### src/rtl/biset_master_pkg.sv
// BiSet bus package: address width, command/reply structures and the helpers
// masters and responders use to build commands and unpack replies.
package BiSet;

    localparam int BISET_ADDR_W = 8;

    typedef struct packed {
        logic                    rd;
        logic                    wr;
        logic [BISET_ADDR_W-1:0] addr;
        logic [31:0]             data;
    } biSetCtrl;

    typedef struct packed {
        logic [31:0] data;
    } biSetReply;

    localparam biSetCtrl BISET_CTRL_IDLE = '{rd: 1'b0, wr: 1'b0, addr: '0, data: '0};

    function automatic biSetCtrl BiSetCtrlRead(input logic [BISET_ADDR_W-1:0] addr);
        biSetCtrl c;
        c      = BISET_CTRL_IDLE;
        c.rd   = 1'b1;
        c.addr = addr;
        return c;
    endfunction

    function automatic biSetCtrl BiSetCtrlWrite(input logic [BISET_ADDR_W-1:0] addr,
                                                input logic [31:0] data);
        biSetCtrl c;
        c      = BISET_CTRL_IDLE;
        c.wr   = 1'b1;
        c.addr = addr;
        c.data = data;
        return c;
    endfunction

    function automatic logic [31:0] BiSetReplyData(input biSetReply reply);
        return reply.data;
    endfunction

endpackage

### src/rtl/biset_master.sv
// Single-outstanding BiSet bus master bridging a valid/ready request/response pair.
// Define BISET_MASTER_WRITE_ACK_EN to make every write return an acknowledgement response.
module biset_master
    import BiSet::*;
#(
    parameter int unsigned READ_LATENCY = 1,
    parameter int unsigned WRITE_GAP    = 0
) (
    input  logic                    clk_i,
    input  logic                    rst_i,
    input  logic                    req_valid_i,
    output logic                    req_ready_o,
    input  logic                    req_write_i,
    input  logic [BISET_ADDR_W-1:0] req_addr_i,
    input  logic [31:0]             req_data_i,
    output logic                    rsp_valid_o,
    input  logic                    rsp_ready_i,
    output logic [31:0]             rsp_data_o,
    output logic                    rsp_write_o,
    output biSetCtrl                setCtrl_o,
    input  biSetReply               setReply_i,
    output logic                    busy_o
);

    localparam logic [2:0] S_IDLE  = 3'd0;
    localparam logic [2:0] S_ISSUE = 3'd1;
    localparam logic [2:0] S_WAIT  = 3'd2;
    localparam logic [2:0] S_RESP  = 3'd3;
    localparam logic [2:0] S_GAP   = 3'd4;

    localparam logic [3:0] RD_LOAD  = 4'(READ_LATENCY - 1);
    localparam logic [3:0] GAP_LOAD = 4'(WRITE_GAP - 1);
    localparam bit         GAP_EN   = (WRITE_GAP > 0);
`ifdef BISET_MASTER_WRITE_ACK_EN
    localparam bit         ACK_EN   = 1'b1;
`else
    localparam bit         ACK_EN   = 1'b0;
`endif

    logic [2:0]              state_q, state_d;
    logic [3:0]              cnt_q, cnt_d;
    logic                    wr_q, wr_d;
    logic [BISET_ADDR_W-1:0] addr_q, addr_d;
    logic [31:0]             wdata_q, wdata_d;
    logic [31:0]             rdata_q, rdata_d;

    always_comb begin
        state_d = state_q;
        cnt_d   = cnt_q;
        wr_d    = wr_q;
        addr_d  = addr_q;
        wdata_d = wdata_q;
        rdata_d = rdata_q;
        case (state_q)
            S_IDLE: begin
                if (req_valid_i) begin
                    state_d = S_ISSUE;
                    wr_d    = req_write_i;
                    addr_d  = req_addr_i;
                    wdata_d = req_write_i ? req_data_i : 32'd0;
                end
            end
            S_ISSUE: begin
                if (!wr_q) begin
                    state_d = S_WAIT;
                    cnt_d   = RD_LOAD;
                end else begin
                    // Write acknowledgements always carry zero data.
                    rdata_d = 32'd0;
                    if (ACK_EN) begin
                        state_d = S_RESP;
                    end else if (GAP_EN) begin
                        state_d = S_GAP;
                        cnt_d   = GAP_LOAD;
                    end else begin
                        state_d = S_IDLE;
                    end
                end
            end
            S_WAIT: begin
                // The reply bus is only looked at in this single capture cycle.
                if (cnt_q == 4'd0) begin
                    rdata_d = BiSetReplyData(setReply_i);
                    state_d = S_RESP;
                end else begin
                    cnt_d = cnt_q - 4'd1;
                end
            end
            S_RESP: begin
                if (rsp_ready_i) begin
                    if (wr_q && GAP_EN) begin
                        state_d = S_GAP;
                        cnt_d   = GAP_LOAD;
                    end else begin
                        state_d = S_IDLE;
                    end
                end
            end
            S_GAP: begin
                if (cnt_q == 4'd0) begin
                    state_d = S_IDLE;
                end else begin
                    cnt_d = cnt_q - 4'd1;
                end
            end
            default: state_d = S_IDLE;
        endcase
    end

    always_ff @(posedge clk_i) begin
        if (rst_i) begin
            state_q <= S_IDLE;
            cnt_q   <= 4'd0;
            wr_q    <= 1'b0;
            addr_q  <= '0;
            wdata_q <= 32'd0;
            rdata_q <= 32'd0;
        end else begin
            state_q <= state_d;
            cnt_q   <= cnt_d;
            wr_q    <= wr_d;
            addr_q  <= addr_d;
            wdata_q <= wdata_d;
            rdata_q <= rdata_d;
        end
    end

    // Outputs are gated by rst_i so the reset cycle itself is already quiet.
    assign req_ready_o = (state_q == S_IDLE) && !rst_i;
    assign rsp_valid_o = (state_q == S_RESP) && !rst_i;
    assign busy_o      = (state_q != S_IDLE) && !rst_i;
    assign rsp_data_o  = rdata_q;

`ifdef BISET_MASTER_WRITE_ACK_EN
    assign rsp_write_o = (state_q == S_RESP) && wr_q && !rst_i;
`else
    assign rsp_write_o = 1'b0;
`endif

    always_comb begin
        setCtrl_o = BISET_CTRL_IDLE;
        if ((state_q == S_ISSUE) && !rst_i) begin
            setCtrl_o = wr_q ? BiSetCtrlWrite(addr_q, wdata_q) : BiSetCtrlRead(addr_q);
        end
    end

endmodule
### config.mk
export PLATFORM = sky130hd
export DESIGN_NAME = biset_master
export DESIGN_NICKNAME = d
export VERILOG_FILES = /design/src/rtl/biset_master_pkg.sv /design/src/rtl/biset_master.sv
export SDC_FILE = /design/constraint.sdc
export NUM_CORES = 1
export LEC_CHECK = 0
export CAP_MARGIN = 5
export CORE_UTILIZATION = 48
export CTS_BUF_LIST = sky130_fd_sc_hd__clkbuf_2
export DETAILED_ROUTE_END_ITERATION = 10
export GPL_TIMING_DRIVEN = 0
export HOLD_SLACK_MARGIN = 0.15
export PLACE_DENSITY_LB_ADDON = 0.05
export SLEW_MARGIN = 20
export SYNTH_ARGS = -nofsm -noshare
export SYNTH_HDL_FRONTEND = slang
export SYNTH_SLANG_ARGS = --single-unit
export TNS_END_PERCENT = 10
### constraint.sdc
create_clock -name clk_i -period 3.8 [get_ports clk_i]
set_input_delay 1.14 -clock clk_i [delete_from_list [all_inputs] [get_ports clk_i]]
set_output_delay 1.14 -clock clk_i [all_outputs]
set_load 0.1 [all_outputs]
# After elaboration in Yosys (flattened, before gate mapping)
# Index checks and enable logic that the tools add are counted.
# word_totals
input_bits,77
latch_bits,0
wordCells,48
mem_bits_rw,0
rom_bits,0
out_inout_bits,78
regBits,80
mem_count,0
# classes
div,0
multipliers,0
n_reduce_logical,15
eq_ne,11
add_sub_neg,1
bitwise,0
muxes,15
magnitude_cmp,0
shift,0
# op_table
cell,n
two-way mux 32 bit,3
two-way mux 42 bit,2
case mux 32 bit (2 select lines),1
case mux 3 bit (5 select lines),1
"inequality test 2 bit, second input constant",7
two-way mux 3 bit,4
two-way mux 4 bit,2
case mux 4 bit (2 select lines),1
"equality test 3 x 2 -> 1 bit, second input constant",2
AND reduction 3 bit,2
logical AND 1 bit,4
logical NOT 4 bit,1
AND reduction 4 bit,1
nonzero test 2 bit,2
"subtractor 4 x 1 -> 4 bit, second input constant",1
"equality test 3 x 1 -> 1 bit, second input constant",1
"equality test 3 bit, second input constant",1
logical NOT 3 bit,1
nonzero test 3 bit,1
two-way mux 2 bit,1
AND reduction 2 bit,1
OR reduction 2 bit,1
logical NOT 1 bit,1

# Longest topological paths before layout
# Gate-level depths: netlist (run 1).
# logic_depth
word_depth,4
depth_mapped,8
depth_no_buf,5

# Worst setup path before layout (run 1)
# Ideal clock, no wire load.
# synth_path
kind,input-to-output
start,in rst_i
end,out busy_o
arrival_time_ns,2.971
cell_stages,4
path_slack_ns,-0.311
t_required_ns,2.660
n_path_buf,3
path_cell_list,clkbuf_1 -> clkbuf_1 -> clkbuf_1 -> nor2_1
# synth_between
elab_chain_len,2
# synth_rtl
element,line_no,source
from (decl),biset_master.sv:10,"input logic rst_i,"
logical NOT 1 bit,biset_master.sv:131,assign busy_o = (state_q != S_IDLE) && !rst_i;
logical AND 1 bit,biset_master.sv:131,
to (decl),biset_master.sv:22,output logic busy_o
# No other way between the ends.

# Worst setup path after layout (run 1)
# layout_path
start,in rst_i
end,out req_ready_o
# layout_between
elab_chain_len,2
# layout_rtl
element,line_no,source
logical NOT 1 bit,biset_master.sv:129,assign req_ready_o = (state_q == S_IDLE) && !rst_i;
logical AND 1 bit,biset_master.sv:129,
to (decl),biset_master.sv:12,"output logic req_ready_o,"
# No other way between the ends.

==> key figures, run 1 <==
Outcome
  – Status: completed

Power and ir drop
  – P per Cell Area: between 500 and 600 nW/um^2
  – Leak: roughly 2.1 nW
  – Total power: roughly 2.7 mW
  – Peak VDD IR: about 0.00027 V

Timing
  – Max Fclk: 266 MHz
  – Final slew viol count: 0
  – # setup viols final: 0
  – Slew headroom: 32.7%
  – Tmin final: 3.76 ns
  – Post-Route Skew: just under 0.04 ns
  – RSZ-0062 raised after global routing: true
  – Tcrit/Tclk final: between 90% and 100%
  – Final Hold Vio Count: 0
  – Least-Margin Pin Slew: around 1.0 ns

Worst setup path
  – Worst path depth: 4
  – CP arrival: ~2.6 ns
  – Critical Path, Cell by Cell: clkbuf_2 > clkbuf_1 > nor2b_1 > dlygate4sd2_1
  – Worst R2R End: cnt_q[1]
  – Slowest-stage cell, CP: dlygate4sd2_1
  – R2R Setup Slk: 1.82 ns
  – Worst endpoint required time: around 2.7 ns
  – R2r startpoint: state_q[1]
  – Reg2reg path depth: 6
  – Worst setup SP type: primary input
  – Worst Setup SP: rst_i
  – Crit path largest cell delay: about 0.9 ns
  – Worst setup endpoint: req_ready_o
  – Crit Path Class: primary input to output port
  – Crit path buf inv count: 3
  – Max FO, Critical Path: 10
  – Kind of cell adding the most delay to the critical path: buffers and inverters
  – Crit path capture type: output port

Drt
  – Final wirelength: between 10000 and 15000 um
  – Post-route DRC: 0
  – Via count: 3915
  – DRT Pass-1 Iters: 5
  – Vias per std cell: roughly 5.3
  – Drt wl/cell: ~14 um
  – Initial DRC Count: 200
  – Post-route ant nets: 0

Global routing
  – Met1 GRT Util: 34.8%
  – Antenna violations before repair: 0
  – Vias in the first global route: between 3000 and 4000
  – Global-route wire length before repair: approximately 18000 um
  – Total track usage: 25.7%
  – Largest net degree at the start of global routing: 13
  – GR Util met2: between 40% and 50%
  – Met3 Use GR: 4.38%
  – GR peak layer: met2
  – GR Overflow Total: 0

Clock tree
  – CTS root buf: clkbuf_2
  – CTS Sinks: 79
  – CTS tree: yes
  – Clock slew seen by the registers of the worst setup and hold paths: 0.17 ns
  – CTS HTree Levels: 3
  – CTS max path bufs: 2
  – Worst skew pair latency: between 0.4 and 0.5 ns
  – Number of CTS-inserted buffers: 9

Final layout
  – Final core occ: ~70%
  – Layout cells sized above 1: between 10% and 20%
  – Commonest non-fill, non-tap cells in the layout: clkdlybuf4s50_1, dfxtp_1, nand2_1, a21oi_1, clkbuf_1
  – Antenna Cells: 0
  – Post-route insts no fill: ~740
  – Final nets: roughly 720
  – P&R area growth vs syn: 43.0%
  – Commonest non-fill, non-tap cell in the layout: clkdlybuf4s50_1

Die
  – Row count: 32
  – Die X: roughly 91 um
  – IO Count: approximately 160
  – Initial Util: between 40% and 50%
  – Core Region: slightly below 8000 sq um
  – Die H: between 90 and 100 um
  – Die area: around 8300 sq um

Hold path
  – Hold Path Class: flip-flop to flip-flop

Logic synthesis
  – Post-synth top flop: dfxtp_1
  – Average cell area after synthesis: between 7 and 8 sq um
  – YS warnings: 0
  – Post-synth ARST share: 0%
  – Mapped Cells: ~480
  – Synth Net Count: 560
  – Sequential area share after synthesis: between 40% and 50%
  – FF+latch count, synth: just under 80
  – Mapped Area: around 3800 sq um
  – Cell variety after synth: 35
  – EDFF count, synth: 0

Run
  – Max-capacitance violation count: 0

Placement
  – # placed instances: 730
  – Post-DP HPWL: about 7600 um
  – Port Buffer Count: roughly 150
  – Routability cong.: around 0.8
## worst min path at each step
| stage | startpoint | end | cells after the start |
|---|---|---|---|
| final | addr_q[2] | addr_q[2] | 2 |
| after detailed placement | wdata_q[20] | wdata_q[20] | 2 |
| after global routing | wdata_q[3] | wdata_q[3] | 2 |
| after CTS | wdata_q[26] | wdata_q[26] | 2 |
| after global placement | wdata_q[12] | wdata_q[12] | 2 |
| after floorplan | wdata_q[2] | wdata_q[2] | 2 |
## stage by stage
step | setup slack (ns) | setup TNS [ns] | instance area (sq um) | hold slack [ns]
floorplan | -0.202 | -0.584 | 3790 | 0.427
global placement | -0.778 | -31.33 | 5430 | 0.434
detailed placement | -0.756 | -30.50 | 5430 | 0.441
CTS | -0.231 | -0.362 | 5420 | 0.464
global route | -0.0581 | -0.0581 | 5420 | 0.476
finish | 0.0439 | 0 | 5420 | 0.461
## power by group
| group | internal (mW) | switching (mW) | leakage, nW | total [mW] |
|---|---|---|---|---|
| logic | 0.369 | 0.900 | 1.41 | 1.27 |
| clock network | 0.213 | 0.278 | 0.0739 | 0.491 |
| registers | 0.915 | 0.0443 | 0.641 | 0.959 |
| total | 1.50 | 1.22 | 2.13 | 2.72 |
## layer usage
metal,vias up,routed length [um]
li1,1949,-
met1,1811,4650
met2,137,4940
met3,18,690
met4,0,165
met5,-,0
## kinds of logic after synthesis
group	count (synthesis)	share of synthesized area (%)
AOI/OAI and AO/OA	87	13.1
adders and majority gates	6	1.98
buffers and inverters	57	6.70
DFF	79	41.7
muxes	1	0.297
other	1	0.0990
and+or+nand+nor	246	36.0
## synth_stat cells (2+ instances only)
cell type	count	area [sq um]
nand4_1	35	219
buf_6	4	45.0
and3_1	32	200
and2_1	9	56.3
nand2_1	51	191
o21ai_1	8	40.0
o21ai_2	3	26.3
inv_1	6	22.5
nor3_1	2	10.0
ha_1	6	75.1
nor2_1	7	26.3
nand3_1	32	160
o21ai_0	24	120
nor2b_1	38	238
dfxtp_1	79	1580
clkbuf_1	41	154
a21oi_1	44	220
buf_2	5	25.0
nand2b_1	35	219
## registers in the layout (all words and copies together), names as in the netlist
register    count
rsp_data_o     32
wdata_q        32
addr_q          8
cnt_q           4
state_q         2
wr_q            1
## final cells by class
class | instances | area [sq um]
Multi-Input combinational cell | 341 | 1960
Fill cell | 714 | 2270
Inverter | 6 | 22.5
Sequential cell | 79 | 1580
Clock inverter | 4 | 72.6
Tap cell | 102 | 128
Clock buffer | 10 | 50.0
Timing Repair Buffer | 151 | 1370
Buffer | 51 | 234
## worst register-to-register path, cell delays in order, from the launching register on
cell and delay (ns):
dfxtp_1 0.45, inv_1 0.09, ha_1 0.27, clkbuf_1 0.29
a21boi_0 0.49, nand4b_1 0.16, a21oi_1 0.16
## timing repair
action / 4_1_cts / 5_1_grt
setup buffers: 0 / 0
hold buffers: 0 / 0
cloned: 0 / 0
gates resized for setup: 235 / 11
setup endpoints to repair: 45 / 45
(Power assumes the default switching activity.)
==> inputs of run 2 (changes only) <==
--- a/config.mk
+++ b/config.mk
@@ -6,12 +6,13 @@
 export NUM_CORES = 1
 export LEC_CHECK = 0
 export CAP_MARGIN = 5
+export CORE_MARGIN = 2
 export CORE_UTILIZATION = 48
 export CTS_BUF_LIST = sky130_fd_sc_hd__clkbuf_2
 export DETAILED_ROUTE_END_ITERATION = 10
 export GPL_TIMING_DRIVEN = 0
 export HOLD_SLACK_MARGIN = 0.15
-export PLACE_DENSITY_LB_ADDON = 0.05
+export PLACE_DENSITY = 0.91
 export SLEW_MARGIN = 20
 export SYNTH_ARGS = -nofsm -noshare
 export SYNTH_HDL_FRONTEND = slang
==> run 2 against run 1 <==
- the flow now finishes with violations (negative setup slack)
- sequential power about the same
- utilization grew 0.11 points
- maximum frequency down 1.6%
- hold slack lost 0.00063 ns
- cell count up 0.27%
- total power down 1.7%
- register-to-register slack better by 0.04 ns
- routed wire length up 6.2%
- worst setup slack got worse by 0.060 ns
- sequential cell count unchanged
- via count grew 2.7%
==> key figures, run 2 (synthesis results as in run 1) <==
Drt
  – Via count: 4021 (+2.7%)
  – Vias per std cell: 5.39 (+2.4%)
  – Post-route DRC: 0 (unchanged)
  – Post-route ant nets: 0 (unchanged)
  – Initial DRC Count: 212 (+6.0%)
  – Drt wl/cell: 14.9 um (+5.9%)
  – Final wirelength: 11100 um (+6.2%)
  – DRT Pass-1 Iters: 4 (-1)

Final layout
  – Number of fill cells in the layout: 649 (-9.1%)
  – Final Cell Area: 5430 sq um (+0.16%)
  – Multi-input gate area: 1960 sq um (-0.13%)
  – Final nets: 722 (unchanged)
  – Post-route insts no fill: 746 (+0.27%)
  – P&R area growth vs syn: 43.2%
  – Antenna Cells: 0 (unchanged)
  – Commonest non-fill, non-tap cell in the layout: clkdlybuf4s50_1
  – Layout cells sized above 1: 13.0% (+0.43 points)
  – Commonest non-fill, non-tap cells in the layout: clkdlybuf4s50_1, dfxtp_1, nand2_1, a21oi_1, nor2b_1
  – Seq. cell area: 1580 sq um (unchanged)

Power and ir drop
  – Peak VDD IR: 0.000287 V (+7.2%)
  – Total power: 2.67 mW (-1.7%)
  – P per Cell Area: 492 nW/um^2 (-1.9%)
  – Leak: 2.11 nW (-0.97%)

Global routing
  – Antenna violations before repair: 0 (unchanged)
  – Largest net degree at the start of global routing: 14 (+1)
  – Total track usage: 25.0% (-0.72 points)
  – Global-route wire length before repair: 17500 um (about the same)
  – Vias in the first global route: 3888 (+5.4%)
  – GR Overflow Total: 0 (unchanged)

Die
  – Die X: 92.8 um (+2.2%)
  – Core Region: 7690 sq um (unchanged)
  – Die H: 92.8 um (+2.2%)
  – Die area: 8620 sq um (+4.5%)
  – Row count: 32 (unchanged)
  – Initial Util: 49.3% (unchanged)
  – IO Count: 155 (unchanged)

Worst setup path
  – Reg2reg path depth: 7 (+1)
  – Max FO, Critical Path: 10 (unchanged)
  – Worst setup SP type: primary input
  – Crit path capture type: output port
  – CP arrival: 2.68 ns (+0.06 ns)
  – CP dominant cell by count: clkbuf_1
  – Slowest-stage cell, CP: dlygate4sd2_1
  – Worst R2R End: rsp_data_o[20]
  – Worst Setup SP: rst_i
  – R2R Setup Slk: 1.86 ns (+0.04 ns)
  – Critical Path, Cell by Cell: clkbuf_1 > clkbuf_1 > nor2b_1 > dlygate4sd2_1
  – Crit Path Class: primary input to output port
  – Worst setup endpoint: rsp_valid_o
  – Crit path largest cell delay: 0.88 ns (about the same)
  – R2r startpoint: cnt_q[0]
  – Worst endpoint required time: 2.66 ns (about the same)

Timing
  – Slew headroom: 32.7% (about the same)
  – Tcrit/Tclk final: 100% (+1.6 points)
  – Max Fclk: 262 MHz (-1.6%)
  – Final Hold Vio Count: 0 (unchanged)
  – PnR worst setup slack: -0.0157 ns (-0.0596 ns)
  – # setup viols final: 1 (+1)
  – RSZ-0062 raised after global routing: true
  – Final slew viol count: 0 (unchanged)
  – Post-Route Skew: 0.0311 ns (-0.00783 ns)
  – Least-Margin Pin Slew: 1.01 ns (-0.000314 ns)
  – Tmin final: 3.82 ns (+0.0596 ns)

Placement
  – # placed instances: 730 (unchanged)
  – DP Area: 5430 sq um (unchanged)
  – Setup slack at placement: -0.748 ns (+0.00805 ns)
  – Port Buffer Count: 151 (unchanged)
  – Post-DP HPWL: 8440 um (+11%)
  – Routability cong.: 0.829 (+5.3%)

Clock tree
  – CTS Sinks: 79 (unchanged)
  – Number of CTS-inserted buffers: 9 (unchanged)
  – Clock slew seen by the registers of the worst setup and hold paths: 0.19 ns (+0.02 ns)
  – Cts hold-fix bufs: 0 (unchanged)
  – CTS max path bufs: 2 (unchanged)
  – Worst skew pair latency: 0.51 ns (+0.02 ns)
  – CTS HTree Levels: 3 (unchanged)
  – Post-CTS setup buffer count: 0 (unchanged)
  – CTS tree: yes
  – CTS root buf: clkbuf_2

Outcome
  – Failing checks: negative setup slack
  – Status: complete, but fails checks

Hold path
  – Hold Path Class: flip-flop to flip-flop

Run
  – Max-capacitance violation count: 0 (unchanged)
## run 2: changes by cell type in the layout (fill, tap and decap cells not counted), sizes merged
cell         before  now
dlygate4sd2       2    1
clkbuf           56   84
clkinvlp          1    2
buf              48   22
bufinv            2    1
clkinv            1    2
## run 2: worst min-delay path by stage
stage / start / end / cells past startpoint
after detailed placement: wdata_q[2] / wdata_q[2] / 2
after global routing: wdata_q[11] / wdata_q[11] / 2
after floorplan: wdata_q[2] / wdata_q[2] / 2
final: wdata_q[2] / wdata_q[2] / 2
after CTS: wdata_q[2] / wdata_q[2] / 2
after global placement: wdata_q[8] / wdata_q[8] / 2
## run 2: through the flow
step / hold WS [ns] / utilization [%] / setup TNS (ns)
floorplan: 0.427 / - / -0.584
finish: 0.461 / 70.6 / -0.0157
detailed placement: 0.439 / 70.6 / -29.67
global route: 0.482 / 70.6 / -0.863
CTS: 0.462 / 69.7 / -0.0675
global placement: 0.435 / 70.6 / -29.25
## run 2: cell type report
cell class                      count  area share, %
Multi-Input combinational cell    341           36.0
Inverter                            6          0.415
Timing Repair Buffer              151           25.6
Clock inverter                      5           1.08
Clock buffer                       11           1.01
Tap cell                          102           2.35
Buffer                             51           4.33
Sequential cell                    79           29.1
## run 2: power by group
part | internal [mW] | switching (mW) | total [mW] | leakage (nW)
combinational | 0.369 | 0.898 | 1.27 | 1.40
sequential | 0.915 | 0.0471 | 0.962 | 0.641
clock | 0.157 | 0.285 | 0.442 | 0.0681
total | 1.44 | 1.23 | 2.67 | 2.11
## run 2: routing by layer
metal / vias to the layer above / global-route usage (%) / wire, um
met5: - / 0 / 0
met4: 0 / 14.2 / 410
met3: 35 / 4.23 / 505
met2: 134 / 41.4 / 5600
met1: 1902 / 30.6 / 4570
li1: 1950 / - / -
## run 2: repair_timing
item / CTS / global route
cloned: 0 / 0
gates resized for setup: 220 / 41
setup endpoints to repair: 45 / 45
## run 2: critical path: cells and delay by family
kind | cells | cell delay (ns)
buffers and inverters | 3 | 1.38
and+or+nand+nor | 1 | 0.15
==> inputs of run 3 (changes only) <==
--- a/config.mk
+++ b/config.mk
@@ -6,7 +6,7 @@
 export NUM_CORES = 1
 export LEC_CHECK = 0
 export CAP_MARGIN = 5
-export CORE_MARGIN = 2
+export CORE_MARGIN = 10
 export CORE_UTILIZATION = 48
 export CTS_BUF_LIST = sky130_fd_sc_hd__clkbuf_2
 export DETAILED_ROUTE_END_ITERATION = 10
@@ -17,4 +17,4 @@
 export SYNTH_ARGS = -nofsm -noshare
 export SYNTH_HDL_FRONTEND = slang
 export SYNTH_SLANG_ARGS = --single-unit
-export TNS_END_PERCENT = 10
+export TNS_END_PERCENT = 5
==> run 3 against run 2 <==
- the flow now finishes without violations
- clock-buffer cell count unchanged
- cell count is 0.13% higher
- maximum frequency is 2.3% higher
==> key figures, run 3 (synthesis results as in run 1) <==
Outcome
  – Status: completed

Clock tree
  – CTS tree: yes
  – Clock slew seen by the registers of the worst setup and hold paths: 0.20 ns (about the same)
  – Number of CTS-inserted buffers: 9 (unchanged)
  – CTS HTree Levels: 3 (unchanged)
  – Worst skew pair latency: 0.51 ns (about the same)
  – CTS Sinks: 79 (unchanged)
  – Post-CTS setup buffer count: 0 (unchanged)
  – CTS max path bufs: 2 (unchanged)
  – CTS root buf: clkbuf_2

Drt
  – Initial DRC Count: 274 (+29%)
  – Post-route ant nets: 0 (unchanged)
  – Post-route DRC: 0 (unchanged)
  – Via count: 3947 (-1.8%)
  – Vias per std cell: 5.28 (-2.0%)
  – DRT Pass-1 Iters: 6 (+2)
  – Final wirelength: 12500 um (+13%)
  – Drt wl/cell: 16.7 um (+12%)

Timing
  – # setup viols final: 0 (-1)
  – Fin Hold WS: 0.464 ns (+0.00300 ns)
  – Least-Margin Pin Slew: 1.04 ns (+0.0380 ns)
  – Tmin final: 3.73 ns (-0.0847 ns)
  – Tcrit/Tclk final: 98.2% (-2.2 points)
  – Post-Route Skew: 0.0321 ns (+0.00103 ns)
  – Final slew viol count: 0 (unchanged)
  – Slew headroom: 30.1% (-2.5 points)
  – Final Hold Vio Count: 0 (unchanged)
  – RSZ-0062 raised after global routing: true
  – Max Fclk: 268 MHz (+2.3%)

Final layout
  – P&R area growth vs syn: 43.9%
  – Final Cell Area: 5450 sq um (+0.48%)
  – Commonest non-fill, non-tap cells in the layout: clkdlybuf4s50_1, dfxtp_1, nand2_1, a21oi_1, clkbuf_1
  – Commonest non-fill, non-tap cell in the layout: clkdlybuf4s50_1
  – Final nets: 722 (unchanged)
  – Layout cells sized above 1: 12.4% (-0.62 points)

Power and ir drop
  – P per Cell Area: 503 nW/um^2 (+2.3%)
  – Clock group share of total power: 18.4% (+1.8 points)
  – Leak: 2.13 nW (+0.97%)
  – Peak VDD IR: 0.000236 V (-18%)
  – P_sw: 1.24 mW (+0.76%)
  – Logic pwr share: 46.6% (-0.8 points)
  – Reg power frac: 35.0% (-1.0 points)
  – Cell Int Power: 1.51 mW (+4.4%)
  – Total power: 2.74 mW (+2.7%)
  – Sw Share: 45.2% (-0.89 points)

Worst setup path
  – Worst setup SP type: primary input
  – R2r startpoint: cnt_q[0]
  – Critical Path, Cell by Cell: clkbuf_2 > nor2b_1 > clkbuf_1 > and3_1 > clkbuf_4
  – Crit Path Class: primary input to output port
  – Slowest-stage cell, CP: clkbuf_1
  – Kind of cell adding the most delay to the critical path: buffers and inverters
  – Worst R2R End: rsp_data_o[14]
  – Crit path capture type: output port
  – Reg2reg path depth: 7 (unchanged)
  – R2R Setup Slk: 1.84 ns (-0.02 ns)
  – Crit path largest cell delay: 0.40 ns (-0.48 ns)
  – CP arrival: 2.59 ns (-0.09 ns)
  – Worst endpoint required time: 2.66 ns (about the same)
  – Crit path buf inv count: 3 (unchanged)
  – Max FO, Critical Path: 10 (unchanged)

Global routing
  – Vias in the first global route: 3884 (-0.10%)
  – Total track usage: 20.2% (-4.8 points)
  – GR Overflow Total: 0 (unchanged)
  – Global-route wire length before repair: 19400 um (+11%)
  – Largest net degree at the start of global routing: 13 (-1)
  – GR peak layer: met2
  – Met1 GRT Util: 22.7% (-7.9 points)
  – Antenna violations before repair: 1 (+1)
  – GR Util met2: 36.0% (-5.4 points)
  – Met3 Use GR: 4.48% (+0.25 points)

Die
  – Row count: 32 (unchanged)
  – Die H: 109 um (+17%)
  – Die area: 11800 sq um (+37%)
  – Die X: 109 um (+17%)
  – IO Count: 155 (unchanged)
  – Core Region: 7690 sq um (unchanged)
  – Initial Util: 49.3% (unchanged)

Run
  – Max-capacitance violation count: 0 (unchanged)

Hold path
  – Cell depth of the worst hold path: 2 (unchanged)
  – End of the worst hold path: wdata_q[7]
  – Worst hold path startpoint: wdata_q[7]
  – Hold Path Class: flip-flop to flip-flop

Placement
  – DP Area: 5430 sq um (unchanged)
  – Port Buffer Count: 151 (unchanged)
  – Routability cong.: 0.853 (+2.9%)
  – Post-DP HPWL: 9720 um (+15%)
run 3: metal layers:
layer,wire length [um],share of wire (%),vias up
met5,0,0,-
met4,357,2.9,0
met3,774,6.2,29
met2,6370,51,129
met1,4980,40,1836
li1,-,-,1953
run 3: area by class of cell:
cell class                      count  area, sq um
Sequential cell                    79         1580
Timing Repair Buffer              151         1400
Tap cell                          102          128
Antenna cell                        1         2.50
Buffer                             51          234
Inverter                            6         22.5
Fill cell                         671         2230
Multi-Input combinational cell    341         1960
Clock buffer                       11         55.1
Clock inverter                      5         72.6
run 3: timing repair:
action | CTS | global route
gates resized for setup | 241 | 13
hold buffers | 0 | 0
endpoints found under the setup margin | 45 | 13
run 3: power groups by stage:
| stage | logic (mW) | clock network [mW] | registers [mW] |
|---|---|---|---|
| floorplan | 0.764 | 0 | 1.13 |
| global placement | 1.25 | 0 | 0.972 |
| detailed placement | 1.28 | 0 | 0.978 |
| CTS | 1.27 | 0.512 | 0.960 |
| global route | 1.38 | 0.537 | 0.972 |
| finish | 1.28 | 0.506 | 0.960 |
run 3: how the worst max path moves through the flow:
stage / endpoint / cells after the start / start
2_1_floorplan: req_ready_o / 3 / rst_i
5_1_grt: rsp_valid_o / 4 / rst_i
3_5_place_dp: setCtrl_o[3] / 5 / rst_i
3_3_place_gp: setCtrl_o[4] / 5 / rst_i
6_report: setCtrl_o[3] / 5 / rst_i
4_1_cts: setCtrl_o[3] / 6 / state_q[1]
run 3: metrics by stage:
stage	utilization, %	setup WS, ns	cells	TNS (ns)
after floorplan	-	-0.202	477	-0.584
after global placement	70.6	-0.769	730	-31.00
after detailed placement	70.6	-0.811	730	-31.19
after CTS	70.7	-0.0212	746	-0.0212
after global routing	70.9	-0.0659	747	-0.140
final	70.9	0.0690	747	0
run 3: worst reg2reg max path, cell delays in order, from the launching register on:
cell and delay (ns):
dfxtp_1 0.38, inv_1 0.11, ha_1 0.18, or3b_1 0.37
buf_6 0.15, a221oi_4 0.38, buf_6 0.20, o21ai_0 0.10
